File: config.mk
export PLATFORM = sky130hd
export DESIGN_NAME = i2c_req_arbiter
export DESIGN_NICKNAME = d
export VERILOG_FILES = /design/src/rtl/i2c_arb_pkg.sv /design/src/rtl/i2c_req_arbiter_rr_pick.sv /design/src/rtl/i2c_req_arbiter.sv
export SDC_FILE = /design/constraint.sdc
export NUM_CORES = 1
export LEC_CHECK = 0
export ABC_AREA = 1
export CORE_MARGIN = 8
export CORE_UTILIZATION = 47
export DETAILED_ROUTE_END_ITERATION = 12
export GPL_TIMING_DRIVEN = 0
export PLACE_DENSITY_LB_ADDON = 0.05
export SYNTH_ARGS = -nofsm -noshare
export SYNTH_HDL_FRONTEND = slang
export SYNTH_HIERARCHICAL = 1
export SYNTH_SLANG_ARGS = --single-unit
File: constraint.sdc
create_clock -name clk_4MHz -period 4.9 [get_ports clk_4MHz]
set_input_delay 0.735 -clock clk_4MHz [delete_from_list [all_inputs] [get_ports clk_4MHz]]
set_output_delay 0.735 -clock clk_4MHz [all_outputs]
set_load 0.01 [all_outputs]
File: src/rtl/i2c_arb_pkg.sv
// i2c_arb_pkg: shared types for the I2C request arbiter
package i2c_arb_pkg;
  typedef enum logic [2:0] {IDLE, ISSUE, WAIT, RETRY, RESP} arb_state_t;
  typedef enum logic [1:0] {
    ERR_OK      = 2'b00,
    ERR_NACK    = 2'b01,
    ERR_TIMEOUT = 2'b10
  } i2c_err_t;
  typedef struct packed {
    logic       rw;
    logic [6:0] dev;
    logic [7:0] reg_addr;
    logic [7:0] wdata;
  } i2c_req_t;
endpackage

File: src/rtl/i2c_req_arbiter_rr_pick.sv
// rr_pick: combinational round-robin picker, first request above last grant wins
module rr_pick #(
  parameter int NREQ = 4,
  localparam int IW = $clog2(NREQ)
) (
  input  logic [NREQ-1:0] req,
  input  logic [IW-1:0]   last,
  output logic [NREQ-1:0] gnt,
  output logic [IW-1:0]   idx,
  output logic            any
);
  logic [IW-1:0] k;
  // Walk offsets from farthest to nearest so the nearest requester overwrites.
  always_comb begin
    gnt = '0;
    idx = '0;
    k   = '0;
    for (int i = NREQ; i >= 1; i--) begin
      k = IW'((int'(last) + i) % NREQ);
      if (req[k]) begin
        gnt = NREQ'(1) << k;
        idx = k;
      end
    end
  end
  assign any = |req;
endmodule

File: src/rtl/i2c_req_arbiter.sv
// i2c_req_arbiter: round-robin sequencer sharing one I2C engine with retry and timeout
module i2c_req_arbiter
  import i2c_arb_pkg::*;
#(
  parameter int NREQ        = 4,
  parameter int MAX_RETRY   = 2,
  parameter int TIMEOUT_CYC = 4096
) (
  input  logic                     clk_4MHz,
  input  logic                     rst_n,
  input  logic [NREQ-1:0]          req_valid,
  input  logic [NREQ-1:0]          req_rw,
  input  logic [NREQ*7-1:0]        req_dev,
  input  logic [NREQ*8-1:0]        req_reg,
  input  logic [NREQ*8-1:0]        req_wdata,
  output logic [NREQ-1:0]          req_ready,
  output logic [NREQ-1:0]          rsp_valid,
  output logic [7:0]               rsp_rdata,
  output logic [1:0]               rsp_err,
  output logic                     eng_start,
  output logic                     eng_rw,
  output logic [6:0]               eng_dev,
  output logic [7:0]               eng_reg,
  output logic [7:0]               eng_wdata,
  input  logic                     eng_busy,
  input  logic                     eng_done,
  input  logic                     eng_nack,
  input  logic [7:0]               eng_rdata,
  output logic [$clog2(NREQ)-1:0]  grant_id,
  output logic                     busy
);
  localparam int IW = $clog2(NREQ);
  localparam int TW = $clog2(TIMEOUT_CYC);

  arb_state_t      state_q, state_d;
  i2c_req_t        cmd_q, cmd_d;
  i2c_err_t        err_q, err_d;
  logic [IW-1:0]   gid_q, gid_d, last_q, last_d, pick_idx;
  logic [2:0]      retry_q, retry_d;
  logic [TW-1:0]   timer_q, timer_d;
  logic [NREQ-1:0] rdy_q, rdy_d, rspv_q, rspv_d, pick_gnt;
  logic [7:0]      rdata_q, rdata_d;
  logic            pick_any;

  rr_pick #(.NREQ(NREQ)) u_pick (
    .req  (req_valid),
    .last (last_q),
    .gnt  (pick_gnt),
    .idx  (pick_idx),
    .any  (pick_any)
  );

  always_comb begin
    state_d = state_q;
    cmd_d   = cmd_q;
    gid_d   = gid_q;
    last_d  = last_q;
    retry_d = retry_q;
    timer_d = timer_q;
    rdy_d   = '0;
    rspv_d  = '0;
    rdata_d = '0;
    err_d   = ERR_OK;
    case (state_q)
      IDLE: if (pick_any) begin
        cmd_d   = '{rw:       req_rw[pick_idx],
                    dev:      7'(req_dev >> (7 * pick_idx)),
                    reg_addr: 8'(req_reg >> (8 * pick_idx)),
                    wdata:    8'(req_wdata >> (8 * pick_idx))};
        gid_d   = pick_idx;
        retry_d = '0;
        rdy_d   = pick_gnt;
        state_d = ISSUE;
      end
      ISSUE: if (!eng_busy) begin
        timer_d = '0;
        state_d = WAIT;
      end
      WAIT: begin
        // A completion in the timeout cycle still counts as a completion.
        if (eng_done && !eng_nack) begin
          rdata_d = cmd_q.rw ? eng_rdata : 8'h00;
          rspv_d  = NREQ'(1) << gid_q;
          state_d = RESP;
        end else if (eng_done && retry_q < 3'(MAX_RETRY)) begin
          retry_d = retry_q + 3'd1;
          state_d = RETRY;
        end else if (eng_done) begin
          err_d   = ERR_NACK;
          rspv_d  = NREQ'(1) << gid_q;
          state_d = RESP;
        end else if (timer_q == TW'(TIMEOUT_CYC - 1)) begin
          err_d   = ERR_TIMEOUT;
          rspv_d  = NREQ'(1) << gid_q;
          state_d = RESP;
        end else begin
          timer_d = timer_q + TW'(1);
        end
      end
      RETRY: state_d = eng_busy ? RETRY : ISSUE;
      RESP: begin
        last_d  = gid_q;
        state_d = IDLE;
      end
      default: state_d = IDLE;
    endcase
  end

  always_ff @(posedge clk_4MHz or negedge rst_n) begin
    if (!rst_n) begin
      state_q <= IDLE;
      cmd_q   <= '0;
      err_q   <= ERR_OK;
      gid_q   <= '0;
      last_q  <= IW'(NREQ - 1);
      retry_q <= '0;
      timer_q <= '0;
      rdy_q   <= '0;
      rspv_q  <= '0;
      rdata_q <= '0;
    end else begin
      state_q <= state_d;
      cmd_q   <= cmd_d;
      err_q   <= err_d;
      gid_q   <= gid_d;
      last_q  <= last_d;
      retry_q <= retry_d;
      timer_q <= timer_d;
      rdy_q   <= rdy_d;
      rspv_q  <= rspv_d;
      rdata_q <= rdata_d;
    end
  end

  assign req_ready = rdy_q;
  assign rsp_valid = rspv_q;
  assign rsp_rdata = rdata_q;
  assign rsp_err   = err_q;
  assign eng_start = (state_q == ISSUE) && !eng_busy;
  assign eng_rw    = cmd_q.rw;
  assign eng_dev   = cmd_q.dev;
  assign eng_reg   = cmd_q.reg_addr;
  assign eng_wdata = cmd_q.wdata;
  assign grant_id  = gid_q;
  assign busy      = state_q != IDLE;
endmodule
==> summary.md <==
| Metric | Value |
|---|---|
| Post-synthesis cell type count | `33` |
| Worst Tran Pin Value | `965 ps` |
| Final setup viols | `0` |
| Global-route wire length before repair | `between 20000 and 25000 µm` |
| Post-Syn Area per Cell | `just under 7 µm²` |
| GPL Wtd Cong | `about 0.9` |
| Via count | `roughly 4400` |
| Tmin final | `3260 ps` |
| Ports | `around 160` |
| Max capacitance violation total | `0` |
| Core Rows | `33` |
| RSZ-0062 raised after global routing | `false` |
| Fin nets | `860` |
| Hold crit path type | `primary input to asynchronous set/reset pin` |
| Initial Util | `roughly 48%` |
| Reg-to-reg critical path startpoint | `last_q[0]` |
| Critical path type | `register to register` |
| Synthesized instance count | `570` |
| Die ar. | `~12000 µm²` |
| Fmax | `~0.3 GHz` |
| Share of cells above drive strength 1 | `approximately 6.6%` |
| Root Driver | `clkbuf_8` |
| Worst-path fanout max | `10` |
| Peak supply drop | `309 µV` |
| Clock Latency Late Sink | `around 340 ps` |
| Setup TNS | `0 ps` |
| GRT Total Usage | `roughly 23%` |
| Drc violations | `0` |
| Synth warn | `6` |
| Reg with most FFs | `timer_q` |
| Crit start category | `register` |
| CTS tree | `built` |
| Via density | `just over 5` |
| Post_cts resized | `0` |
| Post-CTS setup buffers | `0` |
| Wirelength, routed | `13100 µm` |
| Skew final | `between 10 and 15 ps` |
| Syn_nets | `between 600 and 700` |
| PortBufs | `158` |
| Core Footprint | `8130 µm²` |
| Area grow syn2layout | `48.1%` |
| Pins Over Slew Limit | `0` |
| Asr flop ratio synth | `100%` |
| H-Tree Depth | `3` |
| Prevailing post-synth register cell | `dfrtp_1` |
| Final ANT Viol Nets | `0` |
| Post-synth EDFFs | `0` |
| Slew HR | `35.0%` |
| CP endpoint | `eng_dev[6]` |
| Starting DRT DRC Count | `approximately 170` |
| Largest register FFs | `12` |
| Initial DRT Pass Iterations | `5` |
| Worst Reg-to-Reg Cells | `12` |
| Hold Vio Cnt, Final | `0` |
| Place WS | `1370 ps` |
| Initial antenna violation count | `0` |
| Worst EP required | `5130 ps` |
| Worst R2R Setup Slack | `roughly 1600 ps` |
| Total gr overflow | `0` |
| Number of synthesized register bits | `between 60 and 70` |
| Post-Route Utilization | `a little under three quarters` |
| Hold_buf cts | `0` |
| CP Launch Point | `last_q[0]` |
| Post-Syn Area | `just under 4000 µm²` |
| Vias in the first global route | `around 4300` |
| Inserted Clock Buffers | `9` |
| Clk sinks | `64` |
| Status | `complete, no violations` |
| Register area share after synthesis | `41.0%` |
| Hold_ws | `between 400 and 500 ps` |
| Worst R2R End | `eng_dev[6]` |
| Pin count of the biggest net entering global routing | `65` |
| Die H | `~110 µm` |
| # diodes | `0` |
| PwrDens | `between 600 and 700 nW/µm²` |
| Critical path endpoint category | `register` |
| WL per Instance | `around 15 µm` |
| Critical Path AT | `around 3500 ps` |
| Tcrit/Tclk final | `66.5%` |
| Die X | `about 110 µm` |
| Worst-path clk slew | `roughly 70 ps` |
| PnR worst setup slack | `roughly 1600 ps` |
| Clk buf depth | `2` |
| Dpl hpwl | `10200 µm` |
| Leak | `approximately 2.7 nW` |
## power breakdown
group / total, mW / leakage [nW] / switching [mW] / internal, mW
Clock: 0.397 / 0.0878 / 0.204 / 0.193
Combinational: 2.70 / 1.80 / 1.68 / 1.02
Sequential: 0.814 / 0.836 / 0.117 / 0.697
Total: 3.92 / 2.73 / 2.01 / 1.91
## cells by family after synthesis
group	synth area share [%]
xor gates and xnor gates	0.448
adders and majority gates	2.56
buffers and inverters	7.77
and+or+nand+nor	35.5
DFF	41.0
AOI/OAI and AO/OA	12.7
## per-layer routing
metal  GRT usage [%]  up-vias  wire, µm
li1                -     2159         -
met1            24.3     2039      5120
met2            42.5      148      6990
met3            5.16       29       703
met4            7.04        0       282
met5               0        -         0
## through the flow
step	area (µm²)	instances	power, mW
2_1_floorplan	3910	570	2.57
3_3_place_gp	5630	833	3.43
3_5_place_dp	5620	833	3.51
4_1_cts	5800	849	3.92
5_1_grt	5800	849	4.28
6_report	5800	849	3.92
## cell type report
type	count	area (µm²)
multi-input combinational	434	2000
inverter	51	191
fill	689	2340
clock inverter	6	35.0
tap	105	131
sequential	64	1600
clock buffer	10	138
buffer	21	113
timing repair buffer	158	1580
## cells in the mapped netlist (2+ instances only)
master	count	area, µm²
nor2_1	93	349
dfrtp_1	62	1550
buf_2	6	30.0
clkbuf_1	10	37.5
nand3_1	31	155
o21ai_0	61	305
nand3_2	3	30.0
nor3b_1	2	15.0
or2_0	2	12.5
buf_6	3	33.8
a21oi_1	6	30.0
nand4_1	3	18.8
inv_2	2	7.51
nand2_2	8	50.1
ha_1	8	100
nand2_4	4	45.0
inv_1	48	180
o22ai_1	24	150
nand2_1	179	672
dfstp_2	2	52.6
## worst min-delay path by stage
| stage | slack [ps] | endpoint | start | cells after the start |
|---|---|---|---|---|
| floorplan | 440 | eng_dev[0] | rst_n | 0 |
| global placement | 460 | rsp_valid[2] | grant_id[0] | 1 |
| CTS | 480 | rsp_valid[2] | grant_id[0] | 1 |
| finish | 480 | eng_reg[6] | rst_n | 1 |
| global route | 500 | rsp_valid[2] | grant_id[0] | 1 |
| detailed placement | 470 | eng_dev[2] | eng_dev[2] | 2 |
## worst max-delay path: stages (launching register included)
cell	delay, ps
dfstp_2	660
inv_2	140
ha_1	380
inv_1	100
nand2_2	100
nand3_1	80
o21ai_0	750
inv_1	260
clkbuf_1	290
o21ai_0	160
o22ai_1	100
nand2_1	60
nand2_1	50
## cell usage in the layout (no fill, tap or decap), drive strengths merged, types with 2 or more instances in the layout
cell type      synthesis  layout
nand2                191     191
clkdlybuf4s50          0     157
nor2                  95      95
dfrtp                 62      62
o21ai                 62      62
inv                   50      50
nand3                 34      34
o22ai                 24      24
clkbuf                10      20
buf                   11      12
ha                     8       8
a21oi                  6       6
clkinv                 1       5
nand4                  3       3
or2                    3       3
nor3b                  2       2
clkinvlp               0       2
dfstp                  2       2
Note: power is estimated with default switching activity, not from simulation.
